**config.mk**
```make
export PLATFORM = sky130hd
export DESIGN_NAME = stream_distributor
export DESIGN_NICKNAME = d
export VERILOG_FILES = /design/src/rtl/stream_distributor_pkg.sv /design/src/rtl/stream_distributor_slot.sv /design/src/rtl/stream_distributor.sv
export SDC_FILE = /design/constraint.sdc
export NUM_CORES = 1
export LEC_CHECK = 0
export CAP_MARGIN = 40
export CORE_AREA = 2 2 39 41
export CTS_BUF_LIST = sky130_fd_sc_hd__clkbuf_8
export DETAILED_ROUTE_END_ITERATION = 8
export DIE_AREA = 0 0 41 43
export PLACE_DENSITY = 0.55
export SYNTH_ARGS = -nofsm -noshare
export SYNTH_HDL_FRONTEND = slang
export SYNTH_SLANG_ARGS = --single-unit
```
**constraint.sdc**
```tcl
create_clock -name clk_i -period 2 [get_ports clk_i]
set_clock_uncertainty 0.05 [all_clocks]
set_input_delay 0.4 -clock clk_i [delete_from_list [all_inputs] [get_ports clk_i]]
set_output_delay 0.4 -clock clk_i [all_outputs]
set_load 0.01 [all_outputs]
```
**src/rtl/stream_distributor_pkg.sv**
```systemverilog
// Shared helper for stream_distributor: cyclic search for the next enabled output.
// Optional build macro used by this slice: STREAM_DISTRIBUTOR_SPILL_EN.
package stream_distributor_pkg;

   // Returns {found, index}: the first set bit of mask at or after start, wrapping within the low n bits.
   function automatic logic [5:0] next_enabled(input logic [31:0] mask,
                                               input logic [4:0]  start,
                                               input int unsigned n);
      logic [5:0]  res;
      int unsigned idx;
      res = '0;
      for (int unsigned i = 0; i < 32; i++) begin
         idx = 32'(start) + i;
         if (idx >= n) begin
            idx = idx - n;
         end
         if ((i < n) && !res[5] && mask[idx[4:0]]) begin
            res = {1'b1, idx[4:0]};
         end
      end
      return res;
   endfunction

endpackage

```
**src/rtl/stream_distributor_slot.sv**
```systemverilog
// Two-entry spill buffer for one distributor output; only built when STREAM_DISTRIBUTOR_SPILL_EN is defined.
// in_ready depends on occupancy only, so the downstream ready never reaches the upstream ready.
module stream_distributor_slot
#(
   parameter type DATA_T = logic
) (
   input  logic  clk,
   input  logic  rst_n,
   input  DATA_T in_data,
   input  logic  in_valid,
   output logic  in_ready,
   output DATA_T out_data,
   output logic  out_valid,
   input  logic  out_ready
);

   DATA_T      slot_mem [2];
   logic       wr_ptr_reg;
   logic       rd_ptr_reg;
   logic [1:0] count_reg;
   logic [1:0] count_next;
   logic       push;
   logic       pop;

   assign in_ready   = (count_reg != 2'd2);
   assign out_valid  = (count_reg != 2'd0);
   assign out_data   = slot_mem[rd_ptr_reg];
   assign push       = in_valid & in_ready;
   assign pop        = out_valid & out_ready;
   assign count_next = count_reg + 2'(push) - 2'(pop);

   always_ff @(posedge clk or negedge rst_n) begin
      if (!rst_n) begin
         wr_ptr_reg <= 1'b0;
         rd_ptr_reg <= 1'b0;
         count_reg  <= 2'd0;
      end else begin
         if (push) begin
            wr_ptr_reg <= ~wr_ptr_reg;
         end
         if (pop) begin
            rd_ptr_reg <= ~rd_ptr_reg;
         end
         count_reg <= count_next;
      end
   end

   // Payload storage needs no reset: occupancy alone decides what is visible.
   always_ff @(posedge clk) begin
      if (push) begin
         slot_mem[wr_ptr_reg] <= in_data;
      end
   end

endmodule

```
**src/rtl/stream_distributor.sv**
```systemverilog
// Round-robin distributor of one valid/ready stream over N_OUP enabled outputs.
// Define STREAM_DISTRIBUTOR_SPILL_EN to put a 2-entry spill slot on every output; otherwise zero latency.
module stream_distributor
   import stream_distributor_pkg::*;
#(
   parameter type         DATA_T = logic,
   parameter int unsigned N_OUP  = 2,
   localparam int unsigned IDX_W = $clog2(N_OUP)
) (
   input  logic             clk_i,
   input  logic             rst_ni,
   input  logic [N_OUP-1:0] en_i,
   input  DATA_T            inp_data_i,
   input  logic             inp_valid_i,
   output logic             inp_ready_o,
   output DATA_T            oup_data_o [N_OUP],
   output logic [N_OUP-1:0] oup_valid_o,
   input  logic [N_OUP-1:0] oup_ready_i,
   output logic [IDX_W-1:0] idx_o
);

   logic [IDX_W-1:0] ptr_reg;
   logic [IDX_W-1:0] ptr_next;
   logic             lock_reg;
   logic             lock_next;
   logic [IDX_W-1:0] lock_idx_reg;
   logic [IDX_W-1:0] lock_idx_next;

   logic [5:0]       search;
   logic [IDX_W-1:0] search_idx;
   logic [IDX_W-1:0] target;
   logic             have_target;
   logic             offer;
   logic             hs;
   logic [N_OUP-1:0] sel;
   logic [N_OUP-1:0] slot_ready;

   assign search     = next_enabled(32'(en_i), 5'(ptr_reg), N_OUP);
   assign search_idx = IDX_W'(search[4:0]);

   // A locked target ignores en_i until its beat is accepted.
   assign target      = lock_reg ? lock_idx_reg : search_idx;
   assign have_target = lock_reg | search[5];

   // Outputs are forced idle while reset is asserted, even with inp_valid_i high.
   assign offer       = inp_valid_i & have_target & rst_ni;
   assign inp_ready_o = rst_ni & have_target & slot_ready[target];
   assign hs          = inp_valid_i & inp_ready_o;
   assign idx_o       = rst_ni ? target : '0;

   always_ff @(posedge clk_i or negedge rst_ni) begin
      if (!rst_ni) begin
         ptr_reg      <= '0;
         lock_reg     <= 1'b0;
         lock_idx_reg <= '0;
      end else begin
         ptr_reg      <= ptr_next;
         lock_reg     <= lock_next;
         lock_idx_reg <= lock_idx_next;
      end
   end

   always_comb begin
      ptr_next      = ptr_reg;
      lock_next     = lock_reg;
      lock_idx_next = lock_idx_reg;
      if (hs) begin
         lock_next = 1'b0;
         ptr_next  = (target == IDX_W'(N_OUP - 1)) ? '0 : target + IDX_W'(1);
      end else if (offer) begin
         lock_next     = 1'b1;
         lock_idx_next = target;
      end
   end

   for (genvar gi = 0; gi < N_OUP; gi++) begin : g_out
      assign sel[gi] = (target == IDX_W'(gi));
`ifdef STREAM_DISTRIBUTOR_SPILL_EN
      logic slot_valid;

      stream_distributor_slot #(
         .DATA_T (DATA_T)
      ) u_slot (
         .clk       (clk_i),
         .rst_n     (rst_ni),
         .in_data   (inp_data_i),
         .in_valid  (offer & sel[gi]),
         .in_ready  (slot_ready[gi]),
         .out_data  (oup_data_o[gi]),
         .out_valid (slot_valid),
         .out_ready (oup_ready_i[gi])
      );

      assign oup_valid_o[gi] = slot_valid & rst_ni;
`else
      assign oup_valid_o[gi] = offer & sel[gi];
      assign oup_data_o[gi]  = inp_data_i;
      assign slot_ready[gi]  = oup_ready_i[gi];
`endif
   end

endmodule

```
==> out/qor.yml <==
logic_synthesis:
  syn_avg_cell_area_sq_um: 8.758
  yosysSeqAreaShare: 0.3297
  yosys.cell_types.count: 18
  synth-warning-count: 0
  syn-instance-count: 26
  synth_top_area_cell: "dfrtp_1"
  ys_top_cells_by_area: "dfrtp_1 (33%), o311ai_2 (7.1%), o21ai_0 (6.6%)"
  synth_seq_cells: 3
  synth.cell_area_sq_um: 227.7
  synth.top_cell.area_share: 0.3297
  synth_nets: 34
status:
  status: "completed"
global_routing:
  overflow: 0
  grt_usage: 0.1027
  grt_pass1_vias: 303
  grt_max_degree: 6
  grt_first_pass_wirelength_um: 1166
  antenna_found_initial: 0
placed_design:
  portBuffers: 10
  routabilityCongestion: 0.7060
  hpwl_um: 470.7
detailed_routing:
  drt_iter0_markers: 5
  firstDrtPassIters: 4
  drc_errors: 0
  wl_um: 647
  viasPerCell: 4.227
  vias: 279
  wl_per_cell_um: 9.803
  ant_nets: 0
job:
  cap_violations: 0
worst_setup_path:
  crit_type: "input pin to output pin"
  required_ps: 1550
  path_max_fanout: 4
  ff2ff_setup_slack_ps: 510
  crit_path_start: "en_i[1]"
  end_kind: "output pin"
  crit_end: "oup_valid_o[1]"
  slowest_delay_ps: 260
  critPathArrivalTime_ps: 1470
  path_cells: "dlygate4sd2_1, buf_4, o311ai_2, buf_4, buf_4, nor2_1, buf_2"
  slowest_stage: "o311ai_2"
  rr_worst_depth: 6
  r2r-end: "lock_reg$_DFFE_PN0P_"
  r2r-start: "lock_reg$_DFFE_PN0P_"
  crit_path_start_kind: "input pin"
  timing.critical_path.mode_cell: "buf_4"
sta:
  slew_viol_final: 0
  tightestPinTransition_ps: 217.8
  max_slew_margin: 0.8536
  fin_tns_setup_ps: 0
  setup_viol: 0
  final-hold-violation-count: 0
  layout_min_cycle_time_ps: 1919
  rsz0062_at_grt: "false"
  fin_crit_sh: 0.9594
  timing.fmax_ghz: 0.5212
clock_tree:
  clkSlewWorstSetupHoldPaths_ps: 30
  htree_num_levels: 1
  numCtsBuffers: 3
  clkLatencyLatePin_ps: 210
  cts_root_buf: "clkbuf_8"
  cts_tree: "yes"
  clockBufferDepth: 2
  numClockSinks: 3
pwr:
  power_leakage_nw: 0.2335
  powerDensity_nw_per_um2: 1204
  total_power_uw: 557.4
  ir_worst_vdd_mv: 0.3841
die:
  die_h_um: 43
  dieArea_sq_um: 1763
  row_count: 14
  fp.coreArea_sq_um: 1384
  start_util: 0.1646
  io_pins: 14
  fp.dieW_um: 41
worst_hold_path:
  min_path_type: "input pin to asynchronous set/reset pin"
cells_and_area:
  drive_gt1_frac: 0.5000
  syn_to_final_growth_pct: 103.3
  postLayoutCoreUtil: 0.3345
  antennaDiodeCount: 0
  nNetsFinal: 59
==> synthesized netlist by cell type <==
| cell type | instances |
|---|---|
| and2_2 | 1 |
| o311ai_2 | 1 |
| nand2b_1 | 1 |
| a21oi_1 | 2 |
| mux2_4 | 1 |
| inv_2 | 1 |
| inv_1 | 1 |
| nor2_1 | 3 |
| buf_4 | 2 |
| mux2i_1 | 1 |
| dfrtp_1 | 3 |
| o21ai_0 | 3 |
| o21a_1 | 1 |
| nand2_1 | 1 |
| o31ai_1 | 1 |
| nor2b_1 | 1 |
| o21ai_1 | 1 |
| o21ai_2 | 1 |
==> per-stage QoR <==
stage / cell area (sq um) / worst slack [ps] / hold slack (ps) / std cells
after global routing: 462.9 / 7.025 / 113.5 / 66
after global placement: 392.9 / -469.3 / 488.5 / 58
after floorplan: 227.7 / 501.7 / 54.41 / 26
final: 462.9 / 81.19 / 111.8 / 66
after detailed placement: 392.9 / -485.7 / 494.7 / 58
after CTS: 456.7 / 23.91 / 477.8 / 66
==> critical path, delay by kind of cell <==
| family | cells | cell delay (ps) |
|---|---|---|
| AO/OA/AOI/OAI | 1 | 260 |
| buffers and inverters | 5 | 770 |
| AND/OR/NAND/NOR | 1 | 40 |
==> layout by cell type, fill, tap and decap left out, types with 2 or more instances in the layout <==
cell type and instances:
dlygate4sd2_1 3, clkbuf_8 3, dfrtp_1 3, clkdlybuf4s50_1 3
buf_2 3, buf_4 12, o21ai_0 3, a21oi_1 2
nor2_1 3, inv_1 2
==> cells by family after synthesis <==
| kind of cell | count (synthesis) | share of synthesized area |
|---|---|---|
| compound gates | 10 | 0.3077 |
| simple gates | 7 | 0.1539 |
| buf+inv | 4 | 0.09885 |
| flops | 3 | 0.3297 |
| mux | 2 | 0.1099 |
==> how the worst min path moves through the flow <==
stage	startpoint	to	cells past startpoint
2_1_floorplan	rst_ni	lock_idx_reg$_DFFE_PN0P_	0
3_3_place_gp	lock_idx_reg$_DFFE_PN0P_	lock_idx_reg$_DFFE_PN0P_	2
3_5_place_dp	lock_idx_reg$_DFFE_PN0P_	lock_idx_reg$_DFFE_PN0P_	2
4_1_cts	rst_ni	ptr_reg$_DFFE_PN0P_	2
5_1_grt	rst_ni	lock_reg$_DFFE_PN0P_	2
6_report	rst_ni	lock_reg$_DFFE_PN0P_	2
==> per-layer routing <==
layer | global-route usage | wire [um] | part of all wire
met5 | 0 | 0 | 0
met4 | 0.08000 | 0 | 0
met3 | 0.05236 | 31 | 0.048
met2 | 0.1375 | 338 | 0.52
met1 | 0.1169 | 277 | 0.43
==> where the power goes <==
group | internal, mW | leakage (nW) | switching, mW
clock network | 0.130 | 0.0269 | 0.0378
logic | 0.164 | 0.176 | 0.117
registers | 0.0868 | 0.0307 | 0.0214
total | 0.381 | 0.233 | 0.176
==> layout make-up <==
class / count / area, sq um
sequential: 3 / 75.07
multi-input combinational: 19 / 141.4
tap: 16 / 20.02
timing repair buffer: 22 / 173.9
inverter: 2 / 7.507
clock inverter: 1 / 3.754
fill: 145 / 920.9
clock buffer: 3 / 41.29
==> timing repair <==
action                                  CTS  global route
hold buffers                              0             0
pin swaps                                 2             0
buffers inserted                          4             0
gates cloned                              0             0
endpoints found under the setup margin    4             2
hold endpoints to repair                  0             0
resized for setup                        17             2
Power figures use the tool's default switching activity.
